[config.mk]
export PLATFORM = sky130hd
export DESIGN_NAME = gnn_weight_load_scheduler_flat
export DESIGN_NICKNAME = d
export VERILOG_FILES = /design/src/rtl/gnn_weight_load_scheduler_pkg.sv /design/src/rtl/gnn_weight_load_scheduler_if.sv /design/src/rtl/gnn_weight_load_scheduler_credit_counter.sv /design/src/rtl/gnn_weight_load_scheduler.sv /design/src/flat_wrapper.sv
export SDC_FILE = /design/constraint.sdc
export NUM_CORES = 1
export LEC_CHECK = 0
export ABC_AREA = 0
export ABC_CLOCK_PERIOD_IN_PS = 3000
export BUFFER_PORTS_ARGS = -buffer_cell sky130_fd_sc_hd__buf_2
export CORE_ASPECT_RATIO = 1.75
export CORE_MARGIN = 8
export CORE_UTILIZATION = 52
export CTS_CLUSTER_SIZE = 28
export DETAILED_ROUTE_END_ITERATION = 6
export PLACE_DENSITY = 0.81
export SLEW_MARGIN = 0
export SYNTH_ARGS = -nofsm -noshare
export SYNTH_HDL_FRONTEND = slang
export SYNTH_SLANG_ARGS = --single-unit
[constraint.sdc]
create_clock -name kernel_clk -period 3 [get_ports kernel_clk]
set_input_delay 0.3 -clock kernel_clk [delete_from_list [all_inputs] [get_ports kernel_clk]]
set_output_delay 0.3 -clock kernel_clk [all_outputs]
set_load 0.02 [all_outputs]
[src/rtl/gnn_weight_load_scheduler_pkg.sv]
// Shared types for the weight/feature load schedulers: FSM state encoding and instruction bit positions.
package gnn_sched_pkg;

    typedef enum logic [2:0] {
        IDLE,
        CREDIT,
        ISSUE,
        BUSY,
        FINISH
    } sched_state_t;

    localparam int unsigned INST_WAIT_CREDIT_BIT = 0;
    localparam int unsigned INST_NOTIFY_BIT      = 1;

endpackage

[src/rtl/gnn_weight_load_scheduler_if.sv]
// Decoder-to-scheduler instruction handshake plus the scheduler-to-loader ap_start/ap_done control.
interface gnn_weight_load_scheduler_if #(
    parameter int unsigned INST_W = 96,
    parameter int unsigned ADDR_W = 64
);
    logic              inst_valid;
    logic              inst_ready;
    logic [INST_W-1:0] inst_data;
    logic [ADDR_W-1:0] addr_offset;
    logic              wl_ap_start;
    logic [INST_W-1:0] wl_instruction;
    logic [ADDR_W-1:0] wl_addr_offset;
    logic              wl_ap_done;

    // Environment side: instruction decoder and weight loader.
    modport master (
        output inst_valid, inst_data, addr_offset, wl_ap_done,
        input  inst_ready, wl_ap_start, wl_instruction, wl_addr_offset
    );

    // Scheduler side.
    modport slave (
        input  inst_valid, inst_data, addr_offset, wl_ap_done,
        output inst_ready, wl_ap_start, wl_instruction, wl_addr_offset
    );
endinterface

[src/rtl/gnn_weight_load_scheduler_credit_counter.sv]
// Up/down bank-credit counter that resets full, saturates at both ends and flags a release while full.
module gnn_credit_counter #(
    parameter int unsigned MAX_COUNT = 2,
    parameter int unsigned CW        = $clog2(MAX_COUNT + 1)
) (
    input  logic          clk,
    input  logic          rst_n,
    input  logic          inc,
    input  logic          dec,
    output logic [CW-1:0] count,
    output logic          overflow_c
);
    logic [CW-1:0] count_q;
    logic          full_c;
    logic          empty_c;

    assign full_c     = (count_q == CW'(MAX_COUNT));
    assign empty_c    = (count_q == '0);
    assign overflow_c = inc && !dec && full_c;
    assign count      = count_q;

    // Simultaneous inc and dec cancel out.
    always_ff @(posedge clk or negedge rst_n) begin
        if (!rst_n) begin
            count_q <= CW'(MAX_COUNT);
        end else if (inc && !dec && !full_c) begin
            count_q <= count_q + CW'(1);
        end else if (dec && !inc && !empty_c) begin
            count_q <= count_q - CW'(1);
        end
    end
endmodule

[src/rtl/gnn_weight_load_scheduler.sv]
// Issues WEIGHT instructions to the weight loader one at a time, gated on weight-bank credits.
module gnn_weight_load_scheduler
    import gnn_sched_pkg::*;
#(
    parameter int unsigned WEIGHT_INST_LENGTH = 96,
    parameter int unsigned C_M_AXI_ADDR_WIDTH = 64,
    parameter int unsigned NUM_BANKS          = 2,
    parameter int unsigned TIMEOUT_CYCLES     = 1 << 20
) (
    input  logic                         kernel_clk,
    input  logic                         kernel_rst_n,
    gnn_weight_load_scheduler_if.slave   bus,
    input  logic                         bank_release,
    output logic                         weight_ready,
    output logic                         busy,
    output logic [31:0]                  loads_done,
    output logic                         err_timeout,
    output logic                         err_credit
);
    localparam int unsigned IW = WEIGHT_INST_LENGTH;
    localparam int unsigned AW = C_M_AXI_ADDR_WIDTH;
    localparam int unsigned CW = $clog2(NUM_BANKS + 1);
    localparam int unsigned TW = (TIMEOUT_CYCLES == 0) ? 1 : $clog2(TIMEOUT_CYCLES + 1);

    sched_state_t  state_q;
    sched_state_t  state_d;
    logic [IW-1:0] inst_q;
    logic [AW-1:0] addr_q;
    logic [IW-1:0] wl_inst_q;
    logic [AW-1:0] wl_addr_q;
    logic          wl_start_q;
    logic          weight_ready_q;
    logic          busy_q;
    logic [31:0]   loads_done_q;
    logic          err_timeout_q;
    logic          err_credit_q;
    logic [TW-1:0] to_cnt_q;
    logic [CW-1:0] credits;
    logic          credit_ok_c;
    logic          consume_c;
    logic          credit_ovf_c;

    assign credit_ok_c = !inst_q[INST_WAIT_CREDIT_BIT] || (credits != '0);
    assign consume_c   = (state_q == CREDIT) && inst_q[INST_WAIT_CREDIT_BIT] && (credits != '0);

    gnn_credit_counter #(
        .MAX_COUNT (NUM_BANKS),
        .CW        (CW)
    ) u_credit (
        .clk        (kernel_clk),
        .rst_n      (kernel_rst_n),
        .inc        (bank_release),
        .dec        (consume_c),
        .count      (credits),
        .overflow_c (credit_ovf_c)
    );

    always_ff @(posedge kernel_clk or negedge kernel_rst_n) begin
        if (!kernel_rst_n) begin
            state_q <= IDLE;
        end else begin
            state_q <= state_d;
        end
    end

    always_comb begin
        state_d = state_q;
        case (state_q)
            IDLE:    if (bus.inst_valid) state_d = CREDIT;
            CREDIT:  if (credit_ok_c) state_d = ISSUE;
            ISSUE:   state_d = BUSY;
            BUSY:    if (bus.wl_ap_done) state_d = FINISH;
            FINISH:  state_d = IDLE;
            default: state_d = IDLE;
        endcase
    end

    // Pulse/status outputs are registered from the next state so they line up with the state itself.
    always_ff @(posedge kernel_clk or negedge kernel_rst_n) begin
        if (!kernel_rst_n) begin
            inst_q         <= '0;
            addr_q         <= '0;
            wl_inst_q      <= '0;
            wl_addr_q      <= '0;
            wl_start_q     <= 1'b0;
            weight_ready_q <= 1'b0;
            busy_q         <= 1'b0;
            loads_done_q   <= '0;
            err_timeout_q  <= 1'b0;
            err_credit_q   <= 1'b0;
            to_cnt_q       <= '0;
        end else begin
            wl_start_q     <= (state_d == ISSUE);
            weight_ready_q <= (state_d == FINISH) && inst_q[INST_NOTIFY_BIT];
            busy_q         <= (state_d != IDLE);
            if (state_q == IDLE && bus.inst_valid) begin
                inst_q <= bus.inst_data;
                addr_q <= bus.addr_offset;
            end
            if (state_q == CREDIT && credit_ok_c) begin
                wl_inst_q <= inst_q;
                wl_addr_q <= addr_q;
            end
            if (state_q == FINISH) begin
                loads_done_q <= loads_done_q + 32'd1;
            end
            // The counter saturates so a hung loader cannot wrap it back below the threshold.
            if (state_q == ISSUE) begin
                to_cnt_q <= '0;
            end else if (state_q == BUSY && TIMEOUT_CYCLES != 0) begin
                if (to_cnt_q != TW'(TIMEOUT_CYCLES)) begin
                    to_cnt_q <= to_cnt_q + TW'(1);
                end
                if (to_cnt_q == TW'(TIMEOUT_CYCLES - 1)) begin
                    err_timeout_q <= 1'b1;
                end
            end
            if (credit_ovf_c) begin
                err_credit_q <= 1'b1;
            end
        end
    end

    assign bus.inst_ready     = (state_q == IDLE);
    assign bus.wl_ap_start    = wl_start_q;
    assign bus.wl_instruction = wl_inst_q;
    assign bus.wl_addr_offset = wl_addr_q;
    assign weight_ready       = weight_ready_q;
    assign busy               = busy_q;
    assign loads_done         = loads_done_q;
    assign err_timeout        = err_timeout_q;
    assign err_credit         = err_credit_q;
endmodule
[src/flat_wrapper.sv]
// flat-port wrapper written by rule: the top's interface ports become plain ports
module gnn_weight_load_scheduler_flat import gnn_sched_pkg::*;
#(
    parameter int unsigned WEIGHT_INST_LENGTH = 96,
    parameter int unsigned C_M_AXI_ADDR_WIDTH = 64,
    parameter int unsigned NUM_BANKS          = 2,
    parameter int unsigned TIMEOUT_CYCLES     = 1 << 20
)
  (kernel_clk, kernel_rst_n, bank_release, weight_ready, busy, loads_done, err_timeout, err_credit, bus_inst_valid, bus_inst_data, bus_addr_offset, bus_wl_ap_done, bus_inst_ready, bus_wl_ap_start, bus_wl_instruction, bus_wl_addr_offset);
  gnn_weight_load_scheduler_if bus_i ();
  input  logic kernel_clk;
  input  logic kernel_rst_n;
  input  logic bank_release;
  output logic weight_ready;
  output logic busy;
  output logic [31:0] loads_done;
  output logic err_timeout;
  output logic err_credit;
  input wire logic [$bits(bus_i.inst_valid)-1:0] bus_inst_valid;
  input wire logic [$bits(bus_i.inst_data)-1:0] bus_inst_data;
  input wire logic [$bits(bus_i.addr_offset)-1:0] bus_addr_offset;
  input wire logic [$bits(bus_i.wl_ap_done)-1:0] bus_wl_ap_done;
  output wire logic [$bits(bus_i.inst_ready)-1:0] bus_inst_ready;
  output wire logic [$bits(bus_i.wl_ap_start)-1:0] bus_wl_ap_start;
  output wire logic [$bits(bus_i.wl_instruction)-1:0] bus_wl_instruction;
  output wire logic [$bits(bus_i.wl_addr_offset)-1:0] bus_wl_addr_offset;
  assign bus_i.inst_valid = bus_inst_valid;
  assign bus_i.inst_data = bus_inst_data;
  assign bus_i.addr_offset = bus_addr_offset;
  assign bus_i.wl_ap_done = bus_wl_ap_done;
  assign bus_inst_ready = bus_i.inst_ready;
  assign bus_wl_ap_start = bus_i.wl_ap_start;
  assign bus_wl_instruction = bus_i.wl_instruction;
  assign bus_wl_addr_offset = bus_i.wl_addr_offset;
  gnn_weight_load_scheduler #(.WEIGHT_INST_LENGTH(WEIGHT_INST_LENGTH), .C_M_AXI_ADDR_WIDTH(C_M_AXI_ADDR_WIDTH), .NUM_BANKS(NUM_BANKS), .TIMEOUT_CYCLES(TIMEOUT_CYCLES)) u_core (.kernel_clk(kernel_clk), .kernel_rst_n(kernel_rst_n), .bus(bus_i), .bank_release(bank_release), .weight_ready(weight_ready), .busy(busy), .loads_done(loads_done), .err_timeout(err_timeout), .err_credit(err_credit));
endmodule
==> results_tabular.tex <==
\begin{tabular}{lr}
\hline
Metric & Value \\
\hline
\multicolumn{2}{l}{\textbf{Status}} \\
\quad Result of the run & completed \\
\multicolumn{2}{l}{\textbf{Timing}} \\
\quad Clk\_skew & 0.0122 ns \\
\quad Total Neg Setup Slack & 0 ns \\
\quad Setup repair after global routing missed its margin & no \\
\quad Peak clock frequency supported by timing & 427 MHz \\
\quad Period utilization & 78.1\% \\
\quad Final worst path period need & 2.34 ns \\
\quad Max transition margin & 44.8\% \\
\quad Final Slew Violations & 0 \\
\quad Setup violators final & 0 \\
\quad Slew of the pin with the lowest slew margin & 0.825 ns \\
\quad Final hold vios & 0 \\
\multicolumn{2}{l}{\textbf{GRT}} \\
\quad Wire length of the first global-routing pass & a little over 60000 um \\
\quad Remaining global-route overflow & 0 \\
\quad Overall track demand over capacity in global routing & 21.9\% \\
\quad Vias in the first global route & 11008 \\
\quad Initial antenna violation count & 4 \\
\quad Largest net degree at the start of global routing & 116 \\
\multicolumn{2}{l}{\textbf{Die}} \\
\quad Die span in y & between 200 and 250 um \\
\quad Full die area & 35000 um2 \\
\quad Core outline area & 28600 um2 \\
\quad Initial core utilization & 52.9\% \\
\quad Floorplan die width & $\sim$140 um \\
\quad Number of placement rows & 82 \\
\quad Top-Level Pins & 363 \\
\multicolumn{2}{l}{\textbf{Detailed routing}} \\
\quad Total wire length & 38300 um \\
\quad Drt wl/cell & 20.7 um \\
\quad Number of remaining DRC errors & 0 \\
\quad First-pass detailed-route iteration total & 4 \\
\quad Detail Route Antenna Nets & 0 \\
\quad DRC violation total after the first TritonRoute iteration & 381 \\
\quad Via Count & 9733 \\
\quad Via-to-Cell Ratio & 5.26 \\
\multicolumn{2}{l}{\textbf{CTS}} \\
\quad Clock tree from TritonCTS & built \\
\quad Clock buffer count from CTS & 36 \\
\quad Post-CTS Repair Setup Buffers & 0 \\
\quad Latest clock arrival within the worst-skew pair & 0.52 ns \\
\quad Reg clk slew, reported paths & 0.06 ns \\
\quad CTS max path bufs & 3 \\
\quad Count of H-tree levels built during CTS & 2 \\
\quad Clk sinks & 383 \\
\quad Post-CTS Hold Fix Bufs & 87 \\
\quad Number of instances resized during post-cts repair & 0 \\
\quad CTS Root Buffer Type & clkbuf\_16 \\
\multicolumn{2}{l}{\textbf{Logic synthesis}} \\
\quad Count of flip-flops with a built-in enable after synthesis & 0 \\
\quad Syn avg cell area & 15.4 um2 \\
\quad Mapped cell area & 15100 um2 \\
\quad Distinct cells, synth & 44 \\
\quad Yosys reg bits & $\sim$380 \\
\quad Top cell type's share of synthesized area & a little over three fifths \\
\quad Post-synthesis net count & 1149 \\
\quad Most numerous cell in the Yosys netlist & dfrtp\_1 \\
\quad Cell types occupying the most area after synthesis & dfrtp\_1 (63\%), mux2\_2 (18\%), mux2\_4 (7.6\%) \\
\quad Mapped Cells & 981 \\
\quad Most frequent cells after synthesis & dfrtp\_1 (382), mux2\_2 (243), mux2\_4 (77) \\
\quad Area leader, netlist & dfrtp\_1 \\
\quad Number of warnings issued by yosys & 0 \\
\quad Primary FF master, synth & dfrtp\_1 \\
\quad Share of synthesized flip-flops with an asynchronous set or reset & 100\% \\
\quad Post-synthesis sequential area ratio & roughly 63\% \\
\multicolumn{2}{l}{\textbf{Worst setup path}} \\
\quad Kind of start point of the critical path & register \\
\quad Cells traversed along the worst timing path & inv\_2 -> or3\_1 -> or2\_4 -> buf\_4 -> mux2\_4 \\
\quad Longest individual stage delay on the worst path & 0.59 ns \\
\quad Reg2Reg Setup Slack & roughly 0.66 ns \\
\quad Critical path data arrival time & 2.75 ns \\
\quad Worst reg2reg path depth & 5 \\
\quad Worst setup EP type & register \\
\quad Worst reg2reg endpoint & u\_core.bus.wl\_addr\_offset[45] \\
\quad Path type of the worst setup path & register to register \\
\quad Highest-delay cell along the critical path & dfrtp\_1 \\
\quad Worst setup endpoint & u\_core.bus.wl\_addr\_offset[45] \\
\quad Startpoint of the worst setup timing path & u\_core.state\_q[0] \\
\quad Data required time at the worst endpoint & around 3.4 ns \\
\quad Reg-to-reg critical path startpoint & u\_core.state\_q[0] \\
\quad Largest fanout of any net on the critical path & 20 \\
\multicolumn{2}{l}{\textbf{Placement}} \\
\quad Weighted congestion reported at the end of routability-driven placement & about 0.84 \\
\quad Port-buffer cells & 362 \\
\quad Instance count after placement with tap cells included & 1699 \\
\quad Detailed Place HPWL & 26200 um \\
\multicolumn{2}{l}{\textbf{Cells and area}} \\
\quad \# nets final & 1615 \\
\quad Area growth syn-to-layout & 28.7\% \\
\quad Filler Cells Inserted & 1883 \\
\quad Final core occ & about two thirds \\
\quad Non-Filler Instances & 1851 \\
\quad Fraction of layout cells with a size suffix above 1 & 52.3\% \\
\multicolumn{2}{l}{\textbf{Power}} \\
\quad Total leakage power & 0.00935 uW \\
\quad Switching portion of total power & 34.1\% \\
\quad P per Cell Area & 1120 nW/um2 \\
\quad Total Power & between 20000 and 25000 uW \\
\quad Net switching power & 7480 uW \\
\quad Peak supply drop & about 0.00075 V \\
\quad Combinational share of power & 39.4\% \\
\quad Share of power burned in the clock network & between 20\% and 30\% \\
\quad Internal power summed over all cells & 14400 uW \\
\quad Portion of total power attributed to sequential cells & 40.6\% \\
\multicolumn{2}{l}{\textbf{Run}} \\
\quad Max Cap Violations & 0 \\
\multicolumn{2}{l}{\textbf{Min path}} \\
\quad Min-delay worst type & input port to register \\
\hline
\end{tabular}
power by group through the flow:
stage	registers (uW)	clock network, uW	logic, uW
after floorplan	9980	0	4750
after global placement	8730	0	8260
after detailed placement	8910	0	8550
after CTS	8860	4490	8690
after global routing	9170	4690	9160
final	8900	4380	8620
cells by family (layout without fill, tap and decap cells):
family / Yosys count / in the layout / synth area share, %
AND/OR/NAND/NOR: 140 / 140 / 4.79
flip-flops: 383 / 383 / 63.3
buffers and inverters: 59 / 547 / 2.10
AO/OA/AOI/OAI: 33 / 33 / 1.35
other: 0 / 4 / 0
adder cells (fa/ha/maj): 3 / 3 / 0.248
XOR/XNOR: 42 / 42 / 2.43
multiplexers: 321 / 321 / 25.8
stage by stage:
step	setup WS, ns	instance area [um2]	hold slack, ns
6_report	0.657	19500	0.0191
5_1_grt	0.554	19500	0.00271
4_1_cts	0.671	19500	0.000266
3_5_place_dp	0.687	17500	0.382
3_3_place_gp	0.718	17500	0.371
2_1_floorplan	0.723	15100	0.00441
flip-flops by register name, summed over array words and instances, names as in the netlist:
register,count
u_core.to_cnt_q,21
u_core.u_credit.count,2
u_core.bus.wl_ap_start,1
u_core.loads_done,32
u_core.bus.wl_instruction,96
u_core.busy,1
u_core.bus.wl_addr_offset,64
u_core.err_credit,1
u_core.inst_q,96
u_core.addr_q,64
u_core.weight_ready,1
u_core.err_timeout,1
u_core.state_q,3
worst max-delay path, delay by kind of cell, from the launching register on:
kind | cells | cell delay, ns
flip-flops | 1 | 0.59
buffers and inverters | 2 | 0.44
multiplexers | 1 | 0.34
AND/OR/NAND/NOR | 2 | 0.84
layout by cell type (no fill, tap or decap), drive strengths merged, types with 2 or more instances in the layout:
cell         instances
buf                386
dfrtp              382
and3                 4
nor3b                2
nand2               28
ha                   3
nand2b               3
xor2                14
a22o                 2
or4                  2
o21ai               15
clkbuf              51
mux2               320
nand3               17
or2                  4
and4                 3
nor3                12
o31ai                2
o22ai                2
clkinv               5
xnor2               28
inv                 15
o21a                 2
clkinvlp             2
nor2                29
nand4               16
nor4                10
and2                 3
dlygate4sd3         88
a21oi                4
diode                4
or3                  4
cell type report:
type                    count  area [um2]  area share, %
multi-input cells         539        5240           26.9
clock inverters             9        61.3          0.315
diodes                      4        10.0         0.0514
clock buffers              51        1070           5.48
inverters                  13        48.8          0.250
flip-flops and latches    383        9590           49.2
well taps                 378         473           2.43
repair buffers            474        3000           15.4
per-layer routing:
layer	routed length [um]	up-vias	track usage, %
met5	0	-	0
met4	1500	0	9.92
met3	2510	80	5.96
met2	20200	323	38.9
met1	14000	4952	23.9
li1	-	4378	-
worst min-delay path by stage:
stage,from,endpoint,slack (ns),cells past startpoint
6_report,bus_inst_data[31],u_core.inst_q[31],0.02,2
5_1_grt,bus_inst_data[18],u_core.inst_q[18],0.003,2
4_1_cts,bus_addr_offset[19],u_core.addr_q[19],0.0003,2
3_5_place_dp,kernel_rst_n,u_core.inst_q[25],0.38,1
3_3_place_gp,kernel_rst_n,u_core.bus.wl_instruction[18],0.37,1
2_1_floorplan,kernel_rst_n,u_core.addr_q[0],0.004,0
No activity file was read; power rests on OpenSTA's default activity.
